`src/rtl/pipeline_stall_controller_pkg.sv`:
```
// Shared pipeline types: stall counter width/limit and the stall controller FSM states.
package pipeline_stall_controller_pkg;

  typedef logic [1:0] stall_count_t;

  localparam stall_count_t MAX_STALL = 2'd3;

  typedef enum logic [1:0] {
    RUN       = 2'd0,
    DIV_ISSUE = 2'd1,
    DIV_WAIT  = 2'd2
  } pipe_ctrl_state_t;

endpackage

```
`src/rtl/pipeline_stall_controller_saturating_counter.sv`:
```
// Up-counter that sticks at MAX; clear wins over inc, reset wins over both.
module saturating_counter
  import pipeline_stall_controller_pkg::*;
#(
  parameter int unsigned           WIDTH = $bits(stall_count_t),
  parameter logic [WIDTH-1:0]      MAX   = WIDTH'(MAX_STALL)
) (
  input  logic             clock,
  input  logic             reset,
  input  logic             inc,
  input  logic             clear,
  output logic [WIDTH-1:0] count
);

  logic [WIDTH-1:0] count_q, count_d;

  always_comb begin
    count_d = count_q;
    if (reset || clear)
      count_d = '0;
    else if (inc && (count_q != MAX))
      count_d = count_q + 1'b1;
  end

  always_ff @(posedge clock) begin
    count_q <= count_d;
  end

  assign count = count_q;

endmodule

```
`src/rtl/pipeline_stall_controller.sv`:
```
// Pipeline sequencer: folds hazard stalls, divider handshake and EX redirects into
// per-stage enables/flushes, and tracks how long the ID instruction has been held.
module pipeline_stall_controller
  import pipeline_stall_controller_pkg::*;
(
  input  logic       clock,
  input  logic       reset,
  input  logic       hazard_stall,
  input  logic       ex_is_div,
  input  logic       div_ready,
  output logic       div_start,
  input  logic       div_done,
  input  logic       redirect,
  output logic       pc_enable,
  output logic       if_id_enable,
  output logic       id_ex_enable,
  output logic       ex_mem_enable,
  output logic       mem_wb_enable,
  output logic       if_id_flush,
  output logic       id_ex_bubble,
  output logic       ex_mem_bubble,
  output logic [1:0] stall_count,
  output logic [1:0] state
);

  pipe_ctrl_state_t state_q, state_d;
  logic             id_advance;

  always_ff @(posedge clock) begin
    state_q <= state_d;
  end

  always_comb begin
    state_d = state_q;
    if (reset) begin
      state_d = RUN;
    end else begin
      case (state_q)
        RUN:       if (ex_is_div) state_d = DIV_ISSUE;
        DIV_ISSUE: if (div_ready) state_d = DIV_WAIT;
        DIV_WAIT:  if (div_done)  state_d = RUN;
        default:   state_d = RUN;
      endcase
    end
  end

  always_comb begin
    pc_enable     = 1'b1;
    if_id_enable  = 1'b1;
    id_ex_enable  = 1'b1;
    ex_mem_enable = 1'b1;
    mem_wb_enable = 1'b1;
    if_id_flush   = 1'b0;
    id_ex_bubble  = 1'b0;
    ex_mem_bubble = 1'b0;
    div_start     = 1'b0;
    if (reset) begin
      pc_enable     = 1'b0;
      if_id_enable  = 1'b0;
      id_ex_enable  = 1'b0;
      ex_mem_enable = 1'b0;
      mem_wb_enable = 1'b0;
      if_id_flush   = 1'b1;
      id_ex_bubble  = 1'b1;
      ex_mem_bubble = 1'b1;
    end else begin
      case (state_q)
        RUN: begin
          // Divide detection outranks everything: the divide must occupy EX first.
          if (ex_is_div) begin
            pc_enable     = 1'b0;
            if_id_enable  = 1'b0;
            id_ex_enable  = 1'b0;
            ex_mem_bubble = 1'b1;
          end else if (redirect) begin
            if_id_flush  = 1'b1;
            id_ex_bubble = 1'b1;
          end else if (hazard_stall) begin
            pc_enable    = 1'b0;
            if_id_enable = 1'b0;
            id_ex_bubble = 1'b1;
          end
        end
        DIV_ISSUE, DIV_WAIT: begin
          div_start = (state_q == DIV_ISSUE);
          if (!(state_q == DIV_WAIT && div_done)) begin
            pc_enable     = 1'b0;
            if_id_enable  = 1'b0;
            id_ex_enable  = 1'b0;
            ex_mem_enable = 1'b0;
          end
        end
        default: ;
      endcase
    end
  end

  // A flush counts as advancing: the wrong-path instruction is gone.
  assign id_advance = (id_ex_enable && !id_ex_bubble) || if_id_flush;

  saturating_counter #(
    .WIDTH ($bits(stall_count_t)),
    .MAX   (MAX_STALL)
  ) u_stall_count (
    .clock (clock),
    .reset (reset),
    .inc   (!id_advance),
    .clear (id_advance),
    .count (stall_count)
  );

  assign state = state_q;

endmodule

```
`config.mk`:
```
export PLATFORM = sky130hd
export DESIGN_NAME = pipeline_stall_controller
export DESIGN_NICKNAME = d
export VERILOG_FILES = /design/src/rtl/pipeline_stall_controller_pkg.sv /design/src/rtl/pipeline_stall_controller_saturating_counter.sv /design/src/rtl/pipeline_stall_controller.sv
export SDC_FILE = /design/constraint.sdc
export NUM_CORES = 1
export LEC_CHECK = 0
export BUFFER_PORTS_ARGS = -buffer_cell sky130_fd_sc_hd__buf_4
export CORE_MARGIN = 3
export CORE_UTILIZATION = 30
export CTS_BUF_LIST = sky130_fd_sc_hd__clkbuf_8
export DETAILED_ROUTE_END_ITERATION = 8
export SETUP_SLACK_MARGIN = 0.2
export SLEW_MARGIN = 20
export SYNTH_ARGS = -nofsm -noshare
export SYNTH_HDL_FRONTEND = slang
export SYNTH_HIERARCHICAL = 1
export SYNTH_SLANG_ARGS = --single-unit
```
`constraint.sdc`:
```
create_clock -name clock -period 2.2 [get_ports clock]
set_clock_uncertainty 0.05 [all_clocks]
set_input_delay 0.22 -clock clock [delete_from_list [all_inputs] [get_ports clock]]
set_output_delay 0.22 -clock clock [all_outputs]
set_load 0.1 [all_outputs]
```
==> flow_summary_export.csv, run 1 <==
group,metric,value,unit
global_routing,grt.busiest_layer,"met1",
synth,avgSynthCellArea,8.599,um^2
drt,vias_per_cell,4.578,
global_routing,grt.met3_usage,0.03814,
drt,drc,0,
global_routing,grt_first_pass_wirelength,1.552,mm
timing,report.final.setup_viol,0,
clock_network,cts.path.max_buffers,2,
clock_network,cts.sinks,4,
synth,synth_area,404.1,um^2
drt,ant_nets,0,
global_routing,antenna_found_initial,0,
global_routing,globalRouteOverflowTotal,0,
synth,synthesis.nets,60,
timing,rsz0062_at_grt,"false",
synth,ys.warnings.count,6,
timing,hold_viol,0,
final_layout,drive_above_1_share,0.6377,
synth,synth_top_area_share,0.1981,
synth,synth_top_cell_by_area,"dfxtp_1",
timing,worst_slew_pin_slew,0.3493,ns
floorplanning,start_util,0.3407,
synth,syn_inst,47,
flow_run,max_cap_violations,0,
floorplanning,num_io_pins,20,
synth,ys_ff_latch,4,
setup_path,crit_type,"flop to primary output",
synth,ys_top_cells_by_area,"dfxtp_1, ha_1, nand2_1",
clock_network,cts_tree,"yes",
setup_path,required,1.93,ns
global_routing,grt_max_degree,11,
timing,fin_crit_sh,0.8624,
drt,first_iter_violations,3,
final_layout,area_growth,70.28,%
timing,tns,0,ns
status,status,"complete, no violations",
floorplanning,die_area,1824,um^2
clock_network,cts-resized-gates,0,
final_layout,final_cell_mix,"buf_4, nand2_1, ha_1",
setup_path,cp.arrival,1.63,ns
synth,synth.distinct_cells,20,
timing,final_max_slew_viol_count,0,
setup_path,endpoint_kind,"primary output",
global_routing,grt_pass1_vias,350,
floorplanning,rows,12,
clock_network,cts_root_buffer,"clkbuf_8",
worst_hold_path,hold_class,"primary input to flop",
global_routing,grt_usage,0.1163,
synth,ys_seq_area_frac,0.1981,
clock_network,h-tree-depth,1,
floorplanning,die_x,42.71,um
place,port_buffers,19,
clock_network,cts_setup_buffers,0,
clock_network,cts_buffers,3,
clock_network,clk_pin_slew_worst_paths,0.03,ns
final_layout,fillers,116,
setup_path,path_max_fanout,6,
final_layout,nets,83,
floorplanning,coreArea,1186,um^2
timing,fmax,527.0,MHz
clock_network,insertion_delay,0.22,ns
timing,min_period,1.897,ns
global_routing,grtUsageMet1,0.1535,
final_layout,layout_commonest_cell,"buf_4",
drt,vias,380,
global_routing,use_met2,0.1407,
setup_path,startpoint_type,"flop",
clock_network,holdBufCountCts,0,
place,dp_hpwl,722.4,um
drt,drtPass1Iterations,4,
drt,wirelength,881,um
floorplanning,die_height,42.71,um
final_layout,diodes,0,
place,gpl.final_weighted_congestion,0.6189,
timing,relSlewSlack,0.7669,
drt,wl_per_cell,10.61,um
[cell families (layout without fill, tap and decap cells)]
logic type / after synthesis / in the layout / synth area share
compound gates: 6 / 6 / 0.08359
mux: 3 / 3 / 0.07431
simple gates: 22 / 22 / 0.3808
flops: 4 / 4 / 0.1982
xor+xnor: 1 / 1 / 0.02168
fa+ha+maj: 6 / 6 / 0.1858
buf+inv: 5 / 27 / 0.05572
[synth_stat cells (all sizes together)]
library cell  n
a21oi         1
a31oi         1
and2b         1
buf           1
dfxtp         4
ha            6
inv           4
mux2i         3
nand2         9
nor2          1
nor2b         6
nor3          4
nor3b         1
o21a          1
o21ai         3
xnor2         1
[state kept, by name, summed over array words and instances (netlist names)]
name	flops
state	2
u_stall_count/count	2
[final timing paths]
| path | start | endpoint | slack, ns | cells past startpoint |
|---|---|---|---|---|
| setup / recovery | state[0] | id_ex_enable | 0.30 | 6 |
| hold / removal | reset | u_stall_count/count[0] | 0.23 | 2 |
| setup reg to reg | state[0] | u_stall_count/count[1] | 0.32 | 8 |
| hold reg to reg | state[1] | state[1] | 0.46 | 2 |
[critical path, cell delays in order, from the launching register on]
cell and delay (ns):
dfxtp_4 0.38, inv_4 0.05, ha_1 0.24, a31oi_4 0.22
nor2b_2 0.26, nor2_4 0.04, buf_4 0.23
[final cells by class]
class                      instances  area (um^2)  share of cell area
sequential                         4        87.58              0.1273
tap                               14        17.52             0.02545
inverter                           4        20.02             0.02909
clock buffer                       3        41.29             0.06000
clock inverter                     1        3.754            0.005455
timing repair buffer              19        142.6              0.2073
multi-input combinational         38        375.4              0.5455
[stage by stage]
stage / instance area [um^2] / util / instances / hold WS (ns) / setup WS (ns)
floorplan: 503.0 / - / 47 / 0.2409 / 0.07545
global placement: 643.1 / 0.5422 / 79 / 0.4562 / 0.3006
detailed placement: 643.1 / 0.5422 / 79 / 0.4545 / 0.2940
CTS: 688.2 / 0.5802 / 83 / 0.2289 / 0.2837
global route: 688.2 / 0.5802 / 83 / 0.2377 / 0.2052
finish: 688.2 / 0.5802 / 83 / 0.2303 / 0.3026
[layer usage]
layer | up-vias | part of all wire
li1 | 200 | -
met1 | 163 | 0.46
met2 | 13 | 0.44
met3 | 4 | 0.076
met4 | 0 | 0.028
met5 | - | 0
Power of run 1 is not shown: default switching activity piles up to over one toggle a cycle in this logic, so the estimate is an artifact.
==> inputs of run 2 (changes only) <==
--- a/config.mk
+++ b/config.mk
@@ -6,7 +6,6 @@
 export NUM_CORES = 1
 export LEC_CHECK = 0
 export BUFFER_PORTS_ARGS = -buffer_cell sky130_fd_sc_hd__buf_4
-export CORE_MARGIN = 3
 export CORE_UTILIZATION = 30
 export CTS_BUF_LIST = sky130_fd_sc_hd__clkbuf_8
 export DETAILED_ROUTE_END_ITERATION = 8
==> flow_summary_export.csv, run 2 (synthesized netlist as in run 1, its figures left out) <==
group,metric,value,unit
final_layout,diodes,0,
clock_network,clk_pin_slew_worst_paths,0.03,ns
global_routing,globalRouteOverflowTotal,0,
place,port_buffers,19,
clock_network,cts_buffers,3,
global_routing,grt_pass1_vias,333,
setup_path,r2r_start,"state[0]",
timing,min_period,1.886,ns
clock_network,cts-resized-gates,0,
final_layout,final_cell_mix,"buf_4, nand2_1, ha_1",
setup_path,r2r-end,"u_stall_count/count[1]",
setup_path,path_max_fanout,6,
final_layout,multi_input_comb_area,375.4,um^2
floorplanning,die_x,38.71,um
final_layout,area_growth,70.28,%
timing,relSlewSlack,0.7761,
worst_hold_path,hold_path_end,"u_stall_count/count[0]",
global_routing,antenna_found_initial,0,
floorplanning,num_io_pins,20,
setup_path,path_cells,"inv_4 > ha_1 > a31oi_4 > nor2b_2 > nor2_4 > buf_4",
drt,first_iter_violations,9,
global_routing,grt_usage,0.1266,
drt,drtPass1Iterations,3,
place,dp_cells,79,
timing,fin_crit_sh,0.8575,
final_layout,fillers,103,
drt,wl_per_cell,9.687,um
timing,report.final.setup_viol,0,
setup_path,cp.arrival,1.62,ns
clock_network,h-tree-depth,1,
place,gpl.final_weighted_congestion,0.6332,
drt,vias_per_cell,4.506,
clock_network,cts_root_buffer,"clkbuf_8",
clock_network,insertion_delay,0.21,ns
setup_path,worst-r2r-cell-count,8,
floorplanning,coreArea,1171,um^2
timing,rsz0062_at_grt,"false",
drt,drc,0,
setup_path,endpoint_kind,"primary output",
final_layout,layout.cells.non_filler,83,
floorplanning,die_area,1498,um^2
final_layout,layout_commonest_cell,"buf_4",
clock_network,cts.path.max_buffers,2,
clock_network,cts.sinks,4,
timing,worst_slew_pin_slew,0.3355,ns
timing,tns,0,ns
final_layout,register_area,87.58,um^2
setup_path,cp.buffers_inverters,2,
setup_path,cp_top_family,"flip-flops",
global_routing,grt_first_pass_wirelength,1.331,mm
worst_hold_path,hold_class,"primary input to flop",
worst_hold_path,hold_depth,2,
drt,ant_nets,0,
clock_network,cts_tree,"yes",
floorplanning,die_height,38.71,um
setup_path,required,1.93,ns
worst_hold_path,worstHoldStart,"reset",
setup_path,cp_slowest_cell,"dfxtp_4",
setup_path,crit_type,"flop to primary output",
clock_network,holdBufCountCts,0,
global_routing,grt_max_degree,11,
clock_network,cts_setup_buffers,0,
drt,wirelength,804,um
setup_path,startpoint_type,"flop",
floorplanning,rows,12,
final_layout,drive_above_1_share,0.6377,
setup_path,critPathMaxStageDelay,0.37,ns
drt,vias,374,
final_layout,final_util,0.5876,
flow_run,max_cap_violations,0,
timing,fmax,530.1,MHz
final_layout,nets,83,
timing,final_max_slew_viol_count,0,
floorplanning,start_util,0.3451,
status,status,"complete, no violations",
setup_path,r2r_setup_slack,0.32,ns
place,dp_hpwl,661.2,um
timing,hold_viol,0,
[run 2: cell counts in the layout (fill, tap and decap cells not counted)]
Identical to the previous run, type by type.
[run 2: worst max path at each step]
stage | from | to | cells after the start
floorplan | state[1] | pc_enable | 6
global placement | state[0] | u_stall_count/count[1] | 8
detailed placement | state[0] | u_stall_count/count[1] | 8
CTS | state[0] | id_ex_enable | 6
global route | state[0] | u_stall_count/count[1] | 8
finish | state[0] | id_ex_enable | 6
[run 2: worst reg2reg max path: cells and delay by family (launching register included)]
family / cells / cell delay (ns)
AND/OR/NAND/NOR: 3 / 0.46
flip-flops: 1 / 0.37
AO/OA/AOI/OAI: 2 / 0.37
adder cells (fa/ha/maj): 1 / 0.24
multiplexers: 1 / 0.21
buffers and inverters: 1 / 0.04
[run 2: cell type report]
class	count	share of cell area
clock inverter	1	0.005455
tap	14	0.02545
multi-input combinational	38	0.5455
timing repair buffer	19	0.2073
clock buffer	3	0.06000
sequential	4	0.1273
inverter	4	0.02909
[run 2: metal layers]
metal	vias up	wire [um]	GRT usage
met2	10	378	0.2042
met4	0	0	0.07759
met5	-	0	0
li1	198	-	-
met1	166	390	0.1667
met3	0	35	0
[run 2: through the flow]
| stage | worst slack (ns) | hold WS, ns | area (um^2) |
|---|---|---|---|
| after floorplan | 0.07545 | 0.2409 | 503.0 |
| after global placement | 0.3221 | 0.4608 | 643.1 |
| after detailed placement | 0.3208 | 0.4602 | 643.1 |
| after CTS | 0.3037 | 0.2375 | 688.2 |
| after global routing | 0.2051 | 0.2518 | 688.2 |
| final | 0.3136 | 0.2404 | 688.2 |
Power of run 2 is left out for the same reason.
==> inputs of run 3 (changes only) <==
--- a/config.mk
+++ b/config.mk
@@ -9,6 +9,7 @@
 export CORE_UTILIZATION = 30
 export CTS_BUF_LIST = sky130_fd_sc_hd__clkbuf_8
 export DETAILED_ROUTE_END_ITERATION = 8
+export PLACE_DENSITY_LB_ADDON = 0.1
 export SETUP_SLACK_MARGIN = 0.2
 export SLEW_MARGIN = 20
 export SYNTH_ARGS = -nofsm -noshare
==> constraint.sdc (replaced) <==
create_clock -name clock -period 2.2 [get_ports clock]
set_clock_uncertainty 0.05 [all_clocks]
set_input_delay 0.22 -clock clock [delete_from_list [all_inputs] [get_ports clock]]
set_output_delay 0.22 -clock clock [all_outputs]
set_load 0.01 [all_outputs]
==> flow_summary_export.csv, run 3 (synthesized netlist as in run 1, its figures left out) <==
group,metric,value,unit
status,status,"complete, no violations",
setup_path,cp_slowest_cell,"dfxtp_1",
global_routing,grt_usage,0.1289,
setup_path,cp_common_cell,"nor2b_4",
global_routing,grt_max_degree,11,
setup_path,cp.buffers_inverters,1,
timing,rsz0062_at_grt,"true",
final_layout,final_util,0.5449,
flow_run,max_cap_violations,0,
power_and_ir_drop,swShare,0.3574,
drt,drc,0,
final_layout,design_area,638.1,um^2
power_and_ir_drop,power,0.6790,mW
final_layout,layout_commonest_cell,"buf_4",
place,dp_cells,80,
global_routing,antenna_found_initial,0,
drt,vias,375,
final_layout,final_cell_mix,"buf_4, nand2_1, ha_1",
drt,first_iter_violations,3,
setup_path,endpoint_kind,"flop",
floorplanning,num_io_pins,20,
clock_network,holdBufCountCts,0,
timing,hold_slack,0.1826,ns
power_and_ir_drop,p_seq_frac,0.154,
floorplanning,start_util,0.3451,
drt,met2_wirelength,383,um
setup_path,required,2.24,ns
final_layout,area_growth,57.89,%
power_and_ir_drop,combPwrFrac,0.623,
drt,wirelength,848,um
drt,dr.max_layer_used,"met3",
timing,tns,0,ns
timing,min_period,1.901,ns
clock_network,cts.sinks,4,
drt,vias_per_cell,4.412,
power_and_ir_drop,cellPowerDensity,1064,nW/um^2
clock_network,h-tree-depth,1,
timing,final_max_slew_viol_count,0,
place,dpl-instance-area,564.3,um^2
place,gpl.final_weighted_congestion,0.6671,
power_and_ir_drop,intPower,0.4363,mW
drt,drtPass1Iterations,2,
setup_path,crit_type,"flop to flop",
power_and_ir_drop,ir_drop,0.5815,mV
setup_path,r2r_start,"state[1]",
setup_path,cp.arrival,1.94,ns
global_routing,grt_pass1_vias,295,
floorplanning,die_height,38.71,um
floorplanning,rows,12,
timing,report.final.setup_viol,0,
power_and_ir_drop,power.leakage,0.3257,nW
timing,relSlewSlack,0.7957,
place,post-place-ws,0.2538,ns
setup_path,cp_top_family,"flip-flops",
timing,fin_crit_sh,0.8643,
floorplanning,die_x,38.71,um
setup_path,path_cells,"inv_1 > ha_1 > a31oi_2 > nor2b_4 > o21a_1 > nor2b_4 > mux2i_2 > nor3_2",
final_layout,diodes,0,
timing,hold_viol,0,
setup_path,path_max_fanout,5,
global_routing,globalRouteOverflowTotal,0,
drt,wl_per_cell,9.976,um
power_and_ir_drop,power_switching,0.2427,mW
clock_network,insertion_delay,0.21,ns
floorplanning,coreArea,1171,um^2
worst_hold_path,hold_class,"primary input to flop",
timing,timing.final.ws_setup,0.2985,ns
worst_hold_path,worstHoldStart,"reset",
drt,ant_nets,0,
clock_network,cts.path.max_buffers,2,
clock_network,cts_root_buffer,"clkbuf_8",
timing,worst_slew_pin_slew,0.3061,ns
final_layout,drive_above_1_share,0.4930,
global_routing,grt_first_pass_wirelength,1.235,mm
timing,fmax,525.9,MHz
final_layout,layout.cells.non_filler,85,
setup_path,startpoint,"state[1]",
drt,wl_met3,51,um
clock_network,cts_tree,"yes",
floorplanning,die_area,1498,um^2
place,port_buffers,19,
drt,drt-met1-wl,412,um
power_and_ir_drop,p_clk_frac,0.223,
final_layout,nets,86,
setup_path,startpoint_type,"flop",
clock_network,clk_pin_slew_worst_paths,0.03,ns
setup_path,critPathMaxStageDelay,0.39,ns
place,dp_hpwl,672.1,um
clock_network,cts_buffers,3,
==> run 3: cell types whose count changed in the layout (fill, tap and decap cells not counted), sizes merged <==
cell	delta
buf	+3
inv	-1
==> run 3: power by group through the flow <==
| stage | Clock [mW] | Sequential [mW] | Combinational [mW] |
|---|---|---|---|
| after global routing | 0.164 | 0.105 | 0.467 |
| after global placement | 0 | 0.105 | 0.386 |
| after detailed placement | 0 | 0.105 | 0.388 |
| after CTS | 0.158 | 0.104 | 0.388 |
| after floorplan | 0 | 0.121 | 0.233 |
| final | 0.152 | 0.104 | 0.423 |
==> run 3: worst reg2reg max path, cell delays in order (launching register included) <==
cell and delay [ns]:
dfxtp_1 0.39, inv_1 0.10, ha_1 0.29, a31oi_2 0.20
nor2b_4 0.18, o21a_1 0.12, nor2b_4 0.16, mux2i_2 0.23
nor3_2 0.05
==> run 3: what timing repair did <==
action / 4_1_cts / 5_1_grt
endpoints found under the setup margin: 0 / 4
resized for setup: 0 / 4
buffers inserted: 0 / 2
hold endpoints to repair: 0 / 0
==> run 3: per-layer routing <==
metal	GRT usage	vias up
met5	0	-
met2	0.1875	14
li1	-	202
met4	0.1034	0
met3	0.03468	0
met1	0.1557	159
==> run 3: area by class of cell <==
| class | count | area [um^2] |
|---|---|---|
| Fill cell | 122 | 533.0 |
| Multi-Input combinational cell | 38 | 319.1 |
| Timing Repair Buffer | 22 | 165.2 |
| Sequential cell | 4 | 80.08 |
| Clock buffer | 3 | 41.29 |
| Tap cell | 14 | 17.52 |
| Inverter | 4 | 15.01 |
==> run 3: path summary, 6_finish.rpt <==
kind,endpoint,slack (ns),depth (start not counted)
worst max-delay path,u_stall_count/count[1],0.30,8
worst min-delay path,u_stall_count/count[0],0.18,2
worst max register to register,u_stall_count/count[1],0.30,8
worst min register to register,state[1],0.47,2
(Power assumes the default switching activity.)
